[config.mk]
export PLATFORM = sky130hd
export DESIGN_NAME = master_port
export DESIGN_NICKNAME = d
export VERILOG_FILES = /design/src/rtl/bus_pkg.sv /design/src/rtl/piso_shift.sv /design/src/rtl/master_port.sv
export SDC_FILE = /design/constraint.sdc
export NUM_CORES = 1
export LEC_CHECK = 0
export CAP_MARGIN = 20
export CORE_ASPECT_RATIO = 1.1
export CORE_MARGIN = 2
export CORE_UTILIZATION = 50
export CTS_BUF_LIST = sky130_fd_sc_hd__clkbuf_2
export CTS_CLUSTER_DIAMETER = 200
export DETAILED_ROUTE_END_ITERATION = 10
export HOLD_SLACK_MARGIN = 0.05
export PLACE_DENSITY = 0.88
export SYNTH_ARGS = -nofsm -noshare
export SYNTH_HDL_FRONTEND = slang
export SYNTH_SLANG_ARGS = --single-unit
[constraint.sdc]
create_clock -name clk -period 2.2 [get_ports clk]
set_input_delay 0.22 -clock clk [delete_from_list [all_inputs] [get_ports clk]]
set_output_delay 0.22 -clock clk [all_outputs]
set_load 0.05 [all_outputs]
[src/rtl/bus_pkg.sv]
// bus_pkg: shared state encoding and mode constants for the serial bus ports.
package bus_pkg;
   typedef enum logic [2:0] {IDLE, REQ, ADDR, WDATA, RWAIT, RDATA, DONE} master_state_t;
   localparam logic MODE_WRITE = 1'b1;
   localparam logic MODE_READ = 1'b0;
endpackage

[src/rtl/piso_shift.sv]
// piso_shift: parallel-in serial-out shifter, MSB first, zero-filled from the LSB.
module piso_shift #(
   parameter int W = 24
) (
   input  logic         clk,
   input  logic         rst,
   input  logic         load,
   input  logic         shift,
   input  logic [W-1:0] din,
   output logic         msb
);
   logic [W-1:0] sr;
   always_ff @(posedge clk)
      if (rst) sr <= '0;
      else if (load) sr <= din;
      else if (shift) sr <= {sr[W-2:0], 1'b0};
   assign msb = sr[W-1];
endmodule

[src/rtl/master_port.sv]
// master_port: serial bus master; serialises {addr, wdata} onto wr_bus and gathers read bits from rd_bus.
module master_port
   import bus_pkg::*;
#(
   parameter int ADDR_WIDTH = 16,
   parameter int DATA_WIDTH = 8,
   parameter int TIMEOUT = 64
) (
   input  logic                  clk,
   input  logic                  rst,
   input  logic                  req_valid,
   output logic                  req_ready,
   input  logic                  req_mode,
   input  logic [ADDR_WIDTH-1:0] req_addr,
   input  logic [DATA_WIDTH-1:0] req_wdata,
   output logic                  resp_valid,
   output logic [DATA_WIDTH-1:0] resp_rdata,
   output logic                  resp_err,
   output logic                  mode,
   output logic                  wr_bus,
   output logic                  master_valid,
   output logic                  master_ready,
   input  logic                  rd_bus,
   input  logic                  slave_ready,
   input  logic                  slave_valid
);
   localparam int BW = $clog2(ADDR_WIDTH + DATA_WIDTH + 1);
   localparam int SW = $clog2(TIMEOUT + 1);
   master_state_t state, nxt;
   logic [BW-1:0] cnt;
   logic [SW-1:0] stall;
   logic [DATA_WIDTH-1:0] cap;
   logic msb, accept, busy, tx, rx, xfer, go, last, tout;
   assign req_ready = state == IDLE;
   assign accept = req_valid && req_ready;
   assign tx = state == ADDR || state == WDATA;
   assign rx = state == RWAIT || state == RDATA;
   assign busy = state == REQ || tx || rx;
   assign xfer = (tx && slave_ready) || (rx && slave_valid);
   assign go = xfer || (state == REQ && slave_ready);
   // The bit counter runs cumulatively over address then data, so reads end at the same count as writes.
   assign last = xfer && cnt == (state == ADDR ? BW'(ADDR_WIDTH - 1) : BW'(ADDR_WIDTH + DATA_WIDTH - 1));
   assign tout = busy && !go && stall == SW'(TIMEOUT - 1);
   assign master_valid = state == REQ || tx;
   assign master_ready = rx;
   assign wr_bus = master_valid && msb;
   piso_shift #(.W(ADDR_WIDTH + DATA_WIDTH)) u_piso (
      .clk(clk),
      .rst(rst),
      .load(accept),
      .shift(tx && slave_ready),
      .din({req_addr, req_wdata}),
      .msb(msb)
   );
   always_comb begin
      nxt = state;
      if (tout) nxt = IDLE;
      else
         case (state)
            IDLE:    nxt = accept ? REQ : IDLE;
            REQ:     nxt = slave_ready ? ADDR : REQ;
            ADDR:    nxt = last ? (mode == MODE_WRITE ? WDATA : RWAIT) : ADDR;
            WDATA:   nxt = last ? DONE : WDATA;
            RWAIT:   nxt = xfer ? (last ? DONE : RDATA) : RWAIT;
            RDATA:   nxt = last ? DONE : RDATA;
            default: nxt = IDLE;
         endcase
   end
   always_ff @(posedge clk)
      if (rst) begin
         state <= IDLE;
         cnt <= '0;
         stall <= '0;
         cap <= '0;
         mode <= 1'b0;
         resp_valid <= 1'b0;
         resp_err <= 1'b0;
         resp_rdata <= '0;
      end else begin
         state <= nxt;
         cnt <= (!busy || tout) ? '0 : cnt + BW'(xfer);
         stall <= (busy && !go && !tout) ? stall + SW'(1) : '0;
         if (rx && slave_valid) cap <= {cap[DATA_WIDTH-2:0], rd_bus};
         if (accept) mode <= req_mode;
         resp_valid <= state == DONE || tout;
         resp_err <= tout;
         resp_rdata <= (state == DONE && mode == MODE_READ) ? cap : '0;
      end
endmodule
After elaboration in Yosys (flattened, before gate mapping)
Cells that the tools add are included.
{"block": "op_classes", "add_sub_neg": 2, "mul": 0, "div": 0, "n_lt_le_gt_ge": 0, "eq_ne": 8, "shifts": 0, "n_mux": 11, "n_bitwise": 3, "reduce_logical": 27}
{"operator": "$mux 24", "n": 2}
{"operator": "$pmux 3 s6", "n": 1}
{"operator": "$mux 3", "n": 4}
{"operator": "$logic_and 1x1->1", "n": 10}
{"operator": "$eq 3x3->1 const B", "n": 3}
{"operator": "$logic_or 1x1->1", "n": 8}
{"operator": "$reduce_or 2->1", "n": 4}
{"operator": "$add 7x1->7 const B", "n": 1}
{"operator": "$eq 7x6->1 const B", "n": 1}
{"operator": "$eq 3x2->1 const B", "n": 2}
{"operator": "$add 5x1->5", "n": 1}
{"operator": "$eq 5x5->1", "n": 1}
{"operator": "$mux 5", "n": 1}
{"operator": "$mux 2", "n": 2}
{"operator": "$eq 3x1->1 const B", "n": 1}
{"operator": "$logic_not 1->1", "n": 3}
{"operator": "$logic_not 3->1", "n": 1}
{"operator": "$not 1->1", "n": 3}
{"operator": "$reduce_bool 2->1", "n": 1}
{"operator": "$mux 1", "n": 1}
{"block": "word_totals", "regBits": 58, "latchBits": 0, "ram_bits": 0, "rom_bits": 0, "inputBits": 31, "output_inout_bits": 15, "wordCells": 60, "memories": 0}

Longest topological paths before layout
Gate-level depths: netlist of the first run.
{"block": "logic_depth", "ltp_word": 12, "depth_mapped": 9, "mapped_depth_nobuf": 7}

Hierarchy
From an unflattened synthesis of the first run, not the netlist that was laid out.
{"block": "unflattened", "hier_cells": 258, "hier_area_um2": 2583.7}
{"module": "master_port", "instances": 1, "cells_each": 152, "area_per_inst_um2": 1437.6, "seq_area_each_um2": 680.7}
{"module": "piso_shift", "instances": 1, "cells_each": 106, "area_per_inst_um2": 1146.1, "seq_area_each_um2": 480.5}

Worst setup path before layout of the first run
OpenSTA, ideal clock, no wires.
{"block": "synth_path", "path_type": "reg2out", "start": "register state[1]", "end": "output port wr_bus", "t_arrival_ns": 1.799, "path_slack_ns": 0.181, "stages_incl_launch_ff": 5, "cell_sequence": "dfxtp_1 -> buf_6 -> nor2_2 -> nor2_1 -> and2_1"}
{"block": "synth_between", "elab_chain_cells": 4, "word_cells_on_any_way": 6}
{"item": "start, declared", "line_no": "master_port.sv:29", "rtl": "master_state_t state, nxt;"}
{"item": "start signal, assigned", "line_no": "master_port.sv:80", "rtl": "state <= nxt;"}
{"item": "$eq 3x2->1", "line_no": "master_port.sv:36", "rtl": "assign tx = state == ADDR || state == WDATA;"}
{"item": "$logic_or 1x1->1", "line_no": "master_port.sv:36"}
{"item": "$logic_or 1x1->1 (*)", "line_no": "master_port.sv:44", "rtl": "assign master_valid = state == REQ || tx;"}
{"item": "via master_valid", "line_no": "master_port.sv:21", "rtl": "output logic master_valid,"}
{"item": "$logic_and 1x1->1 (*)", "line_no": "master_port.sv:46", "rtl": "assign wr_bus = master_valid && msb;"}
{"item": "end, declared", "line_no": "master_port.sv:20", "rtl": "output logic wr_bus,"}
Mark *: on every way through the listed nets, which the timed path passes. The rest lies on a longest branch.

Worst setup path after layout of the first run
{"block": "layout_path", "start": "register state[1]", "end": "output port master_ready"}
{"block": "layout_between", "elab_chain_cells": 2, "word_cells_on_any_way": 3}
{"item": "$eq 3x3->1", "line_no": "master_port.sv:37", "rtl": "assign rx = state == RWAIT || state == RDATA;"}
{"item": "$logic_or 1x1->1 (*)", "line_no": "master_port.sv:37"}
{"item": "end, declared", "line_no": "master_port.sv:22", "rtl": "output logic master_ready,"}
Mark *: on every way between the ends. The rest lies on a longest branch, timed or not.

==> impl_results.md, run 1 <==
- HPWL after DPL: about 3400 µm
- Net Count, Synth: 294
- Final-layout fill cell count: 421
- Total CTS buffers: 9
- Die H: 76.70 µm
- Switching power of the nets: approximately 0.00054 W
- Distinct cell type count of the synthesized netlist: 41
- Die ar.: approximately 5400 µm²
- Wire length of the first global-routing pass: 8252 µm
- Number of placed I/O pins: 46
- PostCTS Resize Cnt: 0
- Commonest cells in the synthesized netlist: sky130_fd_sc_hd__dfxtp_1, sky130_fd_sc_hd__nand2_1, sky130_fd_sc_hd__a21oi_1, sky130_fd_sc_hd__a22oi_1, sky130_fd_sc_hd__nand3_1
- Total setup buffers inserted after CTS: 0
- Type of the worst setup path: reg -> out
- Area contributors post-synth: sky130_fd_sc_hd__dfxtp_1, sky130_fd_sc_hd__a21oi_1, sky130_fd_sc_hd__a22oi_1
- Slowest cell on crit path: sky130_fd_sc_hd__dfxtp_1
- Area of the placeable core: 4652 µm²
- Total negative setup slack: 0 ps
- Power density normalized to cell area: roughly 640 nW/µm²
- Iteration-0 DRC Markers: 115
- Final hold violation count: 0
- Share of power burned in registers: 58.9%
- RSZ-0062 raised after global routing: false
- Static Leak: 1.091 nW
- Number of synthesized flops with an enable pin: 0
- Cell area after synthesis: ~2400 µm²
- Placer Congestion: between 0.8 and 0.9
- Hold Path Cell Cnt: 3
- Clock Pin Slew Worst Setup and Hold Paths: around 170 ps
- Number of remaining DRC errors: 0
- Max Root-Sink Buffers: 2
- Antenna violations before repair: 0
- Max-cap violations: 0
- Placement Setup Slack: around 290 ps
- Cell type group with the largest total delay on the critical path: flip-flops
- Reg2Reg Setup Slack: roughly 350 ps
- Count of nets after finishing: 344
- Internal power consumption: between 0.001 and 0.0015 W
- Global route total overflow: 0
- Post-synthesis async set-or-reset flop share: 0%
- Max H-tree Level: 3
- Hold Crit Endpoint: cap[0]
- Synthesized area divided by synthesized cell count: 9.240 µm²
- Worst hold path type: in -> reg
- Final worst path period need: 2048 ps
- Switching power share of the total: 28.24%
- Aggregate routed wire length: 4693 µm
- Number of standard cells in the final layout excluding fillers: 371
- Min-Delay Startpoint: rd_bus
- # port buffers: 45
- Later-pin clock latency in the skew report: ~480 ps
- DRT antenna net count: 0
- Maximum operating frequency: 488.4 MHz
- Rel. slew slack: a little over three fifths
- Gate count after technology mapping: 260
- Count of endpoints failing setup in the final report: 0
- Vias per Instance: around 5.4
- DR WL/cell: 12.65 µm
- GRT Overall Usage: 19.39%
- Die width: roughly 70 µm
- Most repeated cell in the gate-level netlist after synthesis: sky130_fd_sc_hd__dfxtp_1
- Largest area contributor in the synthesized netlist: sky130_fd_sc_hd__dfxtp_1
- Storage element area: 1161 µm²
- Cell depth of the worst flop-to-flop path: 7
- Cell chain of the critical path: nand2b_1 > inv_1 > buf_4 > buf_12
- Maximum clock skew at final layout: 30.43 ps
- Quantity of hold-fixing buffers added after cts: 0
- Run status: completed
- Proportion of layout cells with a drive suffix above 1: 14.60%
- TritonCTS clock tree: built
- TritonCTS Sinks: 58
- Placed insts: 355
- Portion of synthesized cell area occupied by the leading cell type: 48.33%
- Maximum number of pins on one net before global-route repair: 25
- Req. time, crit path: approximately 2000 ps
- # diodes: 0
- Worst Max-Slew Pin Slew: 553.1 ps
- Arrival @ worst endpoint: 1830 ps
- Post-route clock period utilization: 93.07%
- DRT Pass-1 Iters: 4
- Part of the Yosys area used for sequential elements: 48.33%
- Worst Setup Start Kind: flop
- Maximum fanout along the worst path: 13
- Via count: 2005
- Worst supply voltage drop on vdd: 0.3695 mV
- FF-to-FF End: cnt[4]
- Setup slack after layout: 152.5 ps
- Number of standard-cell rows in the floorplan: 26
- Clock tree root driver cell: sky130_fd_sc_hd__clkbuf_2
- Vias in the first global route: roughly 2000
- Crit-path max cell delay: 710 ps
- Initial core utilization: 51.64%
- Area of the multi-input gates: 1126 µm²
- Beginning of the worst register-to-register path: state[1]
- Total of warnings raised by yosys: 0
- Critical path capture point type: output port
- Commonest register cell after synthesis: sky130_fd_sc_hd__dfxtp_1
- Number of max-slew violations in the final report: 0
- Combinational cell fraction of total power: 13.7%
- Register bit count reported by yosys: 58
- Growth of design area from synthesis to finish: 24.32%
- Buffer and inverter count on the worst path: 3
- Clk network pwr share: 27.4%
-- layout by cell type, fill, tap and decap left out, types with 2 or more instances in the layout --
master,n
sky130_fd_sc_hd__dfxtp_1,58
sky130_fd_sc_hd__clkdlybuf4s50_1,41
sky130_fd_sc_hd__nand2_1,38
sky130_fd_sc_hd__a21oi_1,34
sky130_fd_sc_hd__a22oi_1,21
sky130_fd_sc_hd__nand3_1,16
sky130_fd_sc_hd__nor2_1,14
sky130_fd_sc_hd__buf_4,14
sky130_fd_sc_hd__clkbuf_2,12
sky130_fd_sc_hd__and2_1,9
sky130_fd_sc_hd__nand2b_1,4
sky130_fd_sc_hd__inv_1,4
sky130_fd_sc_hd__xor2_1,4
sky130_fd_sc_hd__nor3b_2,3
sky130_fd_sc_hd__nor3_2,3
sky130_fd_sc_hd__xnor2_1,3
sky130_fd_sc_hd__ha_1,3
sky130_fd_sc_hd__clkinv_2,3
sky130_fd_sc_hd__nand3b_1,2
sky130_fd_sc_hd__nor2_2,2
sky130_fd_sc_hd__mux2i_1,2
sky130_fd_sc_hd__nor3_1,2
sky130_fd_sc_hd__o21ai_0,2
sky130_fd_sc_hd__or3_1,2
-- area by class of cell --
cell class / instances / share of cell area (%)
Sequential cell: 58 / 38.88
Multi-Input combinational cell: 181 / 37.70
Timing Repair Buffer: 56 / 17.93
Tap cell: 56 / 2.346
Clock buffer: 12 / 2.011
Clock inverter: 4 / 0.6284
Inverter: 4 / 0.5027
-- cells by family (layout without fill, tap and decap cells) --
| kind of cell | Yosys count | count (layout) | synth area share (%) |
|---|---|---|---|
| xor gates and xnor gates | 7 | 7 | 2.552 |
| buffers and inverters | 21 | 76 | 4.791 |
| DFF | 58 | 58 | 48.33 |
| AOI/OAI and AO/OA | 66 | 66 | 18.39 |
| adders and majority gates | 3 | 3 | 1.563 |
| muxes | 2 | 2 | 0.8334 |
| and+or+nand+nor | 103 | 103 | 23.54 |
-- stage by stage --
| step | power [W] | area (µm²) | utilization (%) | hold WS, ps |
|---|---|---|---|---|
| global placement | 0.001401 | 2908 | 62.51 | 429.9 |
| detailed placement | 0.001408 | 2908 | 62.51 | 442.5 |
| CTS | 0.001925 | 2987 | 64.20 | 268.1 |
| floorplan | 0.001308 | 2402 | - | 356.0 |
| finish | 0.001907 | 2987 | 64.20 | 286.1 |
| global route | 0.002006 | 2987 | 64.20 | 267.3 |
-- worst max-delay path by stage --
stage	depth (start not counted)	start	to
floorplan	4	state[1]	wr_bus
global placement	8	slave_ready	cnt[4]
detailed placement	8	slave_ready	cnt[4]
CTS	4	state[0]	wr_bus
global route	4	state[0]	wr_bus
finish	4	state[1]	master_ready
-- metal layers --
layer  track usage [%]  share of wire (%)
met1             21.83                 43
met2             32.38                 50
met3             4.993                5.2
met4             12.31                2.3
met5                 0                  0
-- tightest hold or removal path, cell delays in order --
cell	delay, ps
sky130_fd_sc_hd__clkdlybuf4s50_1	390
sky130_fd_sc_hd__nand3_1	60
sky130_fd_sc_hd__a21oi_1	50
-- flip-flops by register name, indices dropped and copies added, names as in the netlist --
signal / count
resp_err: 1
cap: 8
state: 3
cnt: 5
resp_valid: 1
resp_rdata: 8
stall: 7
u_piso.sr: 24
mode: 1
-- power groups by stage --
stage / clock network [W] / registers, W / logic [W]
2_1_floorplan: 0 / 0.00114 / 0.000172
3_3_place_gp: 0 / 0.00114 / 0.000256
3_5_place_dp: 0 / 0.00115 / 0.000262
4_1_cts: 0.000538 / 0.00112 / 0.000262
5_1_grt: 0.000588 / 0.00113 / 0.000287
6_report: 0.000522 / 0.00112 / 0.000261
Note: power is estimated with default switching activity, not from simulation.
==> run 2, diff against run 1 <==
--- a/config.mk
+++ b/config.mk
@@ -14,6 +14,7 @@
 export DETAILED_ROUTE_END_ITERATION = 10
 export HOLD_SLACK_MARGIN = 0.05
 export PLACE_DENSITY = 0.88
+export RECOVER_POWER = 100
 export SYNTH_ARGS = -nofsm -noshare
 export SYNTH_HDL_FRONTEND = slang
 export SYNTH_SLANG_ARGS = --single-unit
==> run 2 against run 1 <==
Effect of this change:
- clock power barely moved
- clock skew barely moved
- setup slack improved by 11 ps
- die area did not move
- core utilization fell by 1.8 points
- count of clock-buffer cells in the layout did not move
- hold slack improved by 11 ps
- largest power group unchanged
- cell area fell by 2.8%
- register-to-register slack barely moved
- first-iteration DRC count rose by 29%
==> impl_results.md, run 2 (synthesis results as in run 1) <==
- Slowest cell on crit path: sky130_fd_sc_hd__dlygate4sd3_1
- Maximum number of pins on one net before global-route repair: 25 (unchanged)
- Antenna violations before repair: 0 (unchanged)
- Die ar.: 5376 µm² (unchanged)
- Reg2Reg Setup Slack: 350 ps (about the same)
- Die width: 70.09 µm (unchanged)
- Rel. slew slack: 47.15% (-16 points)
- Global route total overflow: 0 (unchanged)
- Final hold violation count: 0 (unchanged)
- Critical path capture point type: output port
- Worst supply voltage drop on vdd: 0.3695 mV (about the same)
- Beginning of the worst register-to-register path: state[1]
- Launching element of the worst setup path: mode
- Post-route clock period utilization: 92.55% (-0.51 points)
- Max H-tree Level: 3 (unchanged)
- Count of endpoints failing setup in the final report: 0 (unchanged)
- Maximum clock skew at final layout: 30.39 ps (-0.03660 ps)
- Total negative setup slack: 0 ps (unchanged)
- Type of the worst setup path: reg -> out
- Req. time, crit path: 1980 ps (about the same)
- Met3 Track Usage GR: 4.993% (unchanged)
- # port buffers: 45 (unchanged)
- FF-to-FF End: u_piso.sr[4]
- Worst hold slack: 296.9 ps (+10.78 ps)
- Maximum fanout along the worst path: 5 (-8)
- Run status: completed
- Worst path depth: 1 (-3)
- DR WL/cell: 12.61 µm (-0.34%)
- Number of placed I/O pins: 46 (unchanged)
- Cell depth of the worst flop-to-flop path: 4 (-3)
- Crit-path max cell delay: 900 ps (+190 ps)
- Die H: 76.70 µm (unchanged)
- Total CTS buffers: 9 (unchanged)
- Buffer and inverter count on the worst path: 1 (-2)
- Count of nets after finishing: 344 (unchanged)
- Clock tree root driver cell: sky130_fd_sc_hd__clkbuf_2
- DRT Pass-1 Iters: 4 (unchanged)
- Gr busiest metal: met2
- HPWL after DPL: 3372 µm (unchanged)
- Final worst path period need: 2036 ps (-11.33 ps)
- Maximum operating frequency: 491.1 MHz (+0.56%)
- Number of max-slew violations in the final report: 0 (unchanged)
- Number of remaining DRC errors: 0 (unchanged)
- Proportion of layout cells with a drive suffix above 1: 11.43% (-3.2 points)
- Static Leak: 1.092 nW (about the same)
- Cell chain of the critical path: dlygate4sd3_1
- # diodes: 0 (unchanged)
- Register containing the most flip-flops in the final layout: u_piso.sr
- Quantity of hold-fixing buffers added after cts: 0 (unchanged)
- Overall power after layout: 0.001888 W (-1.0%)
- PostCTS Resize Cnt: 0 (unchanged)
- Wire length of the first global-routing pass: 8252 µm (unchanged)
- Growth of design area from synthesis to finish: 20.89%
- Arrival @ worst endpoint: 1820 ps (about the same)
- Max Root-Sink Buffers: 2 (unchanged)
- Vias per Instance: 5.472 (+1.2%)
- RSZ-0062 raised after global routing: false
- Via count: 2030 (+1.2%)
- Largest register FFs: 24 (unchanged)
- Worst hold path type: in -> reg
- Max-cap violations: 0 (unchanged)
- DRT antenna net count: 0 (unchanged)
- GRT Overall Usage: 19.39% (unchanged)
- Worst Max-Slew Pin Slew: 785.6 ps (+232.4 ps)
- CP endpoint: mode
- TritonCTS clock tree: built
- Number of standard-cell rows in the floorplan: 26 (unchanged)
- Largest registers: u_piso.sr: 24 flops, cap: 8 flops, resp_rdata: 8 flops
- Power density normalized to cell area: 650.1 nW/µm² (+1.8%)
- Worst Setup Start Kind: flop
- Area of the placeable core: 4652 µm² (unchanged)
- Cell type group with the largest total delay on the critical path: buffers and inverters
- Iteration-0 DRC Markers: 148 (+29%)
- Clock Pin Slew Worst Setup and Hold Paths: 150 ps (-20 ps)
- Aggregate routed wire length: 4677 µm (-0.34%)
- Total setup buffers inserted after CTS: 0 (unchanged)
- Later-pin clock latency in the skew report: 470 ps (about the same)
- TritonCTS Sinks: 58 (unchanged)
- Vias in the first global route: 1976 (unchanged)
- Placer Congestion: 0.8291 (unchanged)
- Global routing met1 resource utilization: 21.83% (unchanged)
- Initial core utilization: 51.64% (unchanged)
- Highest-count cells in the layout ignoring fill and taps: sky130_fd_sc_hd__dfxtp_1, sky130_fd_sc_hd__nand2_1, sky130_fd_sc_hd__a21oi_1, sky130_fd_sc_hd__clkdlybuf4s50_1, sky130_fd_sc_hd__a22oi_1
- Met2 routing resource usage after global routing: 32.38% (unchanged)
- Commonest non-fill, non-tap cell in the layout: sky130_fd_sc_hd__dfxtp_1
-- run 2: cell types whose count changed in the layout (fill, tap and decap cells not counted), moves of 2 or more --
cell / delta
sky130_fd_sc_hd__nor3_1: +2
sky130_fd_sc_hd__clkbuf_1: +2
sky130_fd_sc_hd__nor3b_1: +2
sky130_fd_sc_hd__clkbuf_4: +2
sky130_fd_sc_hd__clkbuf_2: +2
sky130_fd_sc_hd__nor3b_2: -2
sky130_fd_sc_hd__dlygate4sd3_1: +11
sky130_fd_sc_hd__buf_4: -5
sky130_fd_sc_hd__and2_1: -7
sky130_fd_sc_hd__clkdlybuf4s50_1: -11
sky130_fd_sc_hd__and2_0: +7
-- run 2: per-layer routing --
metal / vias to the layer above / share of wire, %
met1: 936 / 43
met2: 67 / 50
met4: 0 / 2.8
li1: 1016 / -
met5: - / 0
met3: 11 / 4.3
-- run 2: worst min path at each step --
stage,start,to,slack (ps),cells after the start
final,rd_bus,cap[0],300,3
after global routing,rd_bus,cap[0],270,3
after CTS,rd_bus,cap[0],270,3
after detailed placement,stall[0],stall[0],440,1
after global placement,stall[0],stall[0],430,1
after floorplan,req_wdata[0],u_piso.sr[0],360,2
-- run 2: area by class of cell --
cell class	count	area [µm²]
Clock buffer	12	60.06
Clock inverter	4	18.77
Fill cell	435	1748
Inverter	4	15.01
Multi-Input combinational cell	181	1069
Sequential cell	58	1161
Tap cell	56	70.07
Timing Repair Buffer	56	510.5
-- run 2: through the flow --
step	setup WS [ps]	utilization, %	instance area, µm²	instances
2_1_floorplan	181.1	-	2402	260
3_3_place_gp	362.8	62.51	2908	355
3_5_place_dp	292.7	62.51	2908	355
4_1_cts	117.2	64.20	2987	371
5_1_grt	42.51	62.43	2904	371
6_report	163.8	62.43	2904	371
-- run 2: power by group --
group | switching [W] | internal [W]
registers | 0.0000307 | 0.00109
logic | 0.000133 | 0.000114
clock network | 0.000365 | 0.000154
==> edit 1, RTL diff (config.mk and constraints of run 1) <==
Re-encode `master_state_t` (7 states) as one-hot, 7 bits wide.
--- a/src/rtl/bus_pkg.sv
+++ b/src/rtl/bus_pkg.sv
@@ -1,6 +1,6 @@
 // bus_pkg: shared state encoding and mode constants for the serial bus ports.
 package bus_pkg;
-   typedef enum logic [2:0] {IDLE, REQ, ADDR, WDATA, RWAIT, RDATA, DONE} master_state_t;
+   typedef enum logic [6:0] {IDLE = 7'b0000001, REQ = 7'b0000010, ADDR = 7'b0000100, WDATA = 7'b0001000, RWAIT = 7'b0010000, RDATA = 7'b0100000, DONE = 7'b1000000} master_state_t;
    localparam logic MODE_WRITE = 1'b1;
    localparam logic MODE_READ = 1'b0;
 endpackage
Check against the original RTL: same outputs for any inputs over 10 cycles, from zero or initial values and one cycle with rst high; not proved beyond that.
==> edit 1 against run 1 <==
  * The run now ends with setup timing left
  * Largest cell class is now multi-input combinational cells
  * Wire length is 36% higher
  * Global-route usage rose by 2.6 points
  * Via count rose by 22%
  * Total power is 20% higher
  * Synthesized area up 6.9%
  * Worst hold slack got worse by 0.031 ns
  * Critical path depth rose by 1
  * Register-to-register slack lost 0.49 ns
  * Design area rose by 22%
  * Non-clock buffer count is 20 higher
  * Setup slack worse by 0.34 ns
  * Sequential cell count rose by 4
==> edit 1: results (changes against run 1) <==
outcome:
  status: "finished with violations"  # was finished clean
  violations: "setup timing"
worst_setup_path:
  crit_fanout: 2  # was 13
  reg2reg_to: "state[5]"  # was cnt[4]
  critPathSlowestCell: "or4_4"  # was dfxtp_1
  critPathTopFamily: "simple AND/OR/NAND/NOR gates"  # was flip-flops
  critPathMaxStageDelay_ns: 0.55  # was 0.71 ns
  crit_path_end: "wr_bus"  # was master_ready
routing:
  vias: 2439  # was 2005
  vias_per_cell: 5.77  # was 5.40
  drtIter0Drc: 195  # was 115
  drt_first_pass_iters: 5  # was 4
  routed_wl_microns: 6400  # was 4690 microns
timing:
  setup_ws_ns: -0.184  # was 0.152 ns
  setup_viol: 9  # was 0
  fin_skew_ns: 0.0303  # was 0.0304 ns
  setup_tns_ns: -0.777  # was 0 ns
global_routing:
  grt_pass1_wl_microns: 9720  # was 8250 microns
  grt_pass1_vias: 2207  # was 1976
  grt_max_degree: 40  # was 25
  gr-usage-all-layers_pct: 22.0  # was 19.4%
place:
  hpwlAfterDp_microns: 3920  # was 3370 microns
  gp_congestion: 0.899  # was 0.829
  place_area_sq_um: 3230  # was 2910 sq um
clock_network:
  clkLatencyLatePin_ns: 0.50  # was 0.48 ns
finish:
  layout-drive-gt1-share_pct: 23.6  # was 14.6%
power:
  ir_drop_v: 0.000428  # was 0.000370 V
  p_leak_nw: 1.36  # was 1.09 nW
yosys:
  yosysSeqAreaShare_pct: 48.3  # about the same
  synth-adder-area-share_pct: 1.46  # was 1.56%
  synth.area.top_cells: "dfxtp_1 (48%), a21oi_1 (6.4%), nand2_1 (6.3%)"  # was dfxtp_1 (48%), a21oi_1 (7.1%), a22oi_1 (6.6%)
  muxShareOfSynthArea_pct: 1.27  # was 0.833%
  synth_commonest_cells: "dfxtp_1 (62), nand2_1 (43), a21oi_1 (33), a22oi_1 (20)"  # was dfxtp_1 (58), nand2_1 (38), a21oi_1 (34), a22oi_1 (21), nand3_1 (16)
  syn_nets: 324  # was 294
  synth_xor_area_share_pct: 3.07  # was 2.55%
  postSynthCellCount: 290  # was 260
  synth_compound_area_share_pct: 15.6  # was 18.4%
## edit 1: worst min path at each step
stage                       from            to  slack, ns  depth (start not counted)
floorplan           req_wdata[0]  u_piso.sr[0]       0.36                          2
global placement          cap[7]        cap[7]       0.44                          2
detailed placement        cap[7]        cap[7]       0.44                          2
CTS                 req_wdata[0]  u_piso.sr[0]       0.24                          3
global route            req_mode          mode       0.24                          3
finish                  req_mode          mode       0.26                          3
## edit 1: tightest hold or removal path: cells and delay by family
family          cells  cell delay [ns]
compound gates      1             0.05
buf+inv             1             0.40
simple gates        1             0.06
## edit 1: area by class of cell
type                    instances  area [sq um]
multi-input cells             206          1420
fillers                       336          1330
flip-flops and latches         62          1240
repair buffers                 76           753
clock inverters                 7          88.8
well taps                      58          72.6
clock buffers                   9          45.0
inverters                       5          18.8
## edit 1: stage by stage
stage	power, mW	util, %
after floorplan	1.36	-
after global placement	1.47	65.1
after detailed placement	1.48	65.1
after CTS	2.27	69.8
after global routing	2.38	73.2
final	2.30	73.2
## edit 1: cell families after synthesis
family                   Yosys count
buffers and inverters             22
multiplexers                       3
adder cells (fa/ha/maj)            3
XOR/XNOR                           9
AND/OR/NAND/NOR                  127
flip-flops                        62
AO/OA/AOI/OAI                     64
## edit 1: where the power goes
group	leakage (nW)	switching, mW	internal, mW
logic	0.775	0.160	0.152
registers	0.505	0.0301	1.16
clock network	0.0770	0.422	0.369
## edit 1: timing repair
item / 4_1_cts / 5_1_grt
setup endpoints to repair: 27 / 31
hold buffers: 0 / 0
gates resized for setup: 13 / 30
pin swaps: 6 / 20
setup buffers: 6 / 4
## edit 1: metal layers
metal	GRT usage, %	wire, microns	vias to the layer above
li1	-	-	1163
met1	26.0	2480	1152
met2	36.6	3360	105
met3	5.20	400	19
met4	11.9	152	0
met5	0	0	-
==> edit 2, RTL diff (flow settings as in run 1) <==
Without the edit above. `ADDR_WIDTH`: 16 -> 15.
--- a/src/rtl/master_port.sv
+++ b/src/rtl/master_port.sv
@@ -2,7 +2,7 @@
 module master_port
    import bus_pkg::*;
 #(
-   parameter int ADDR_WIDTH = 16,
+   parameter int ADDR_WIDTH = 15,
    parameter int DATA_WIDTH = 8,
    parameter int TIMEOUT = 64
 ) (
Ports: changed (resized req_addr); port bits go from 46 to 45. The function was not compared with the original's and may differ.
==> edit 2 against run 1 <==
  * Design area fell by 1.0%
  * Synthesized area fell by 0.73%
  * Wire length rose by 6.7%
  * Worst hold slack improved by 0.018 ns
  * Setup slack improved by 0.036 ns
  * Sequential cell count fell by 1
  * Clock skew fell by 0.0075 ns
  * Total power fell by 2.1%
  * Utilization fell by 0.22 points
  * Global-route usage rose by 0.69 points
  * Non-clock buffer count fell by 4
==> edit 2: results (changes against run 1) <==
routing:
  drtIter0Drc: 129  # was 115
  met3_length_microns: 243  # was 246 microns
  wl_met2_microns: 2470  # was 2340 microns
  met1_length_microns: 2200  # was 2000 microns
yosys:
  synth.area.top_cells: "dfxtp_1 (48%), a21oi_1 (6.3%), nand2_1 (6.1%)"  # was dfxtp_1 (48%), a21oi_1 (7.1%), a22oi_1 (6.6%)
  syn_nets: 295  # was 294
  synth_commonest_cells: "dfxtp_1 (57), nand2_1 (39), a21oi_1 (30), nor2_1 (23), a22oi_1 (17)"  # was dfxtp_1 (58), nand2_1 (38), a21oi_1 (34), a22oi_1 (21), nand3_1 (16)
timing:
  fin_skew_ns: 0.0229  # was 0.0304 ns
  max_slew_margin_pct: 63.7  # was 63.1%
worst_setup_path:
  critPathSlowestCell: "clkdlybuf4s50_1"  # was dfxtp_1
  critPathMaxStageDelay_ns: 0.84  # was 0.71 ns
  critPathTopFamily: "buffers and inverters"  # was flip-flops
  crit_fanout: 5  # was 13
  worstPathArrival_ns: 1.79  # was 1.83 ns
power:
  powerDensity_nw_per_um2: 632  # was 639 nW/um^2
  p_leak_nw: 1.10  # was 1.09 nW
place:
  place_area_sq_um: 2880  # was 2910 sq um
  hpwlAfterDp_microns: 3530  # was 3370 microns
  gp_congestion: 0.849  # was 0.829
global_routing:
  use_met1_pct: 24.1  # was 21.8%
  grt_pass1_wl_microns: 8560  # was 8250 microns
  grt_pass1_vias: 1954  # was 1976
  gr-usage-met3_pct: 5.69  # was 4.99%
  met2_usage_pct: 31.8  # was 32.4%
finish:
  layout-drive-gt1-share_pct: 12.1  # was 14.6%
  reg_top3: "u_piso.sr x23, cap x8, resp_rdata x8"  # was u_piso.sr x24, cap x8, resp_rdata x8
  fillers: 386  # was 421
  nets: 342  # was 344
outcome:
  status: "finished clean"  # unchanged
-- edit 2: layout make-up --
class,count,area share (%)
inverter,7,0.889
clock inverter,5,0.762
timing repair buffer,52,17.5
clock buffer,11,1.86
multi-input combinational,182,37.9
tap,56,2.37
sequential,57,38.7
-- edit 2: per-stage QoR --
step | total power [mW] | util [%] | setup WS [ns] | cells | hold WS (ns)
floorplan | 1.27 | - | 0.150 | 262 | 0.356
global placement | 1.37 | 62.2 | 0.322 | 354 | 0.429
detailed placement | 1.37 | 62.2 | 0.244 | 354 | 0.437
CTS | 1.88 | 63.9 | 0.0537 | 370 | 0.271
global route | 1.96 | 64.0 | 0.0755 | 370 | 0.271
finish | 1.87 | 64.0 | 0.189 | 370 | 0.304
-- edit 2: logic make-up (layout without fill, tap and decap cells) --
kind of cell,Yosys count,in the layout,share of synthesized area (%)
XOR/XNOR,7,7,2.57
AND/OR/NAND/NOR,109,109,24.0
AO/OA/AOI/OAI,61,61,18.0
multiplexers,2,2,0.839
buffers and inverters,23,75,5.19
flip-flops,57,57,47.8
adder cells (fa/ha/maj),3,3,1.57
-- edit 2: report_power, final --
part           internal [mW]  leakage (nW)  switching [mW]
Combinational          0.117         0.575           0.132
Clock                  0.145        0.0606           0.369
Sequential              1.07         0.465          0.0312
Total                   1.33          1.10           0.532
-- edit 2: path summary, 6_finish.rpt --
kind                            startpoint      to  slack, ns  cells after the start
worst min-delay path                rd_bus  cap[0]       0.30                      3
worst max register to register    state[2]  cnt[4]       0.53                      7
worst min register to register      cap[7]  cap[7]       0.46                      2
worst max-delay path                  mode    mode       0.19                      1
-- edit 2: what timing repair did --
item,in CTS,in global routing
gates resized for setup,2,2
setup endpoints to repair,2,1
hold endpoints to repair,0,0
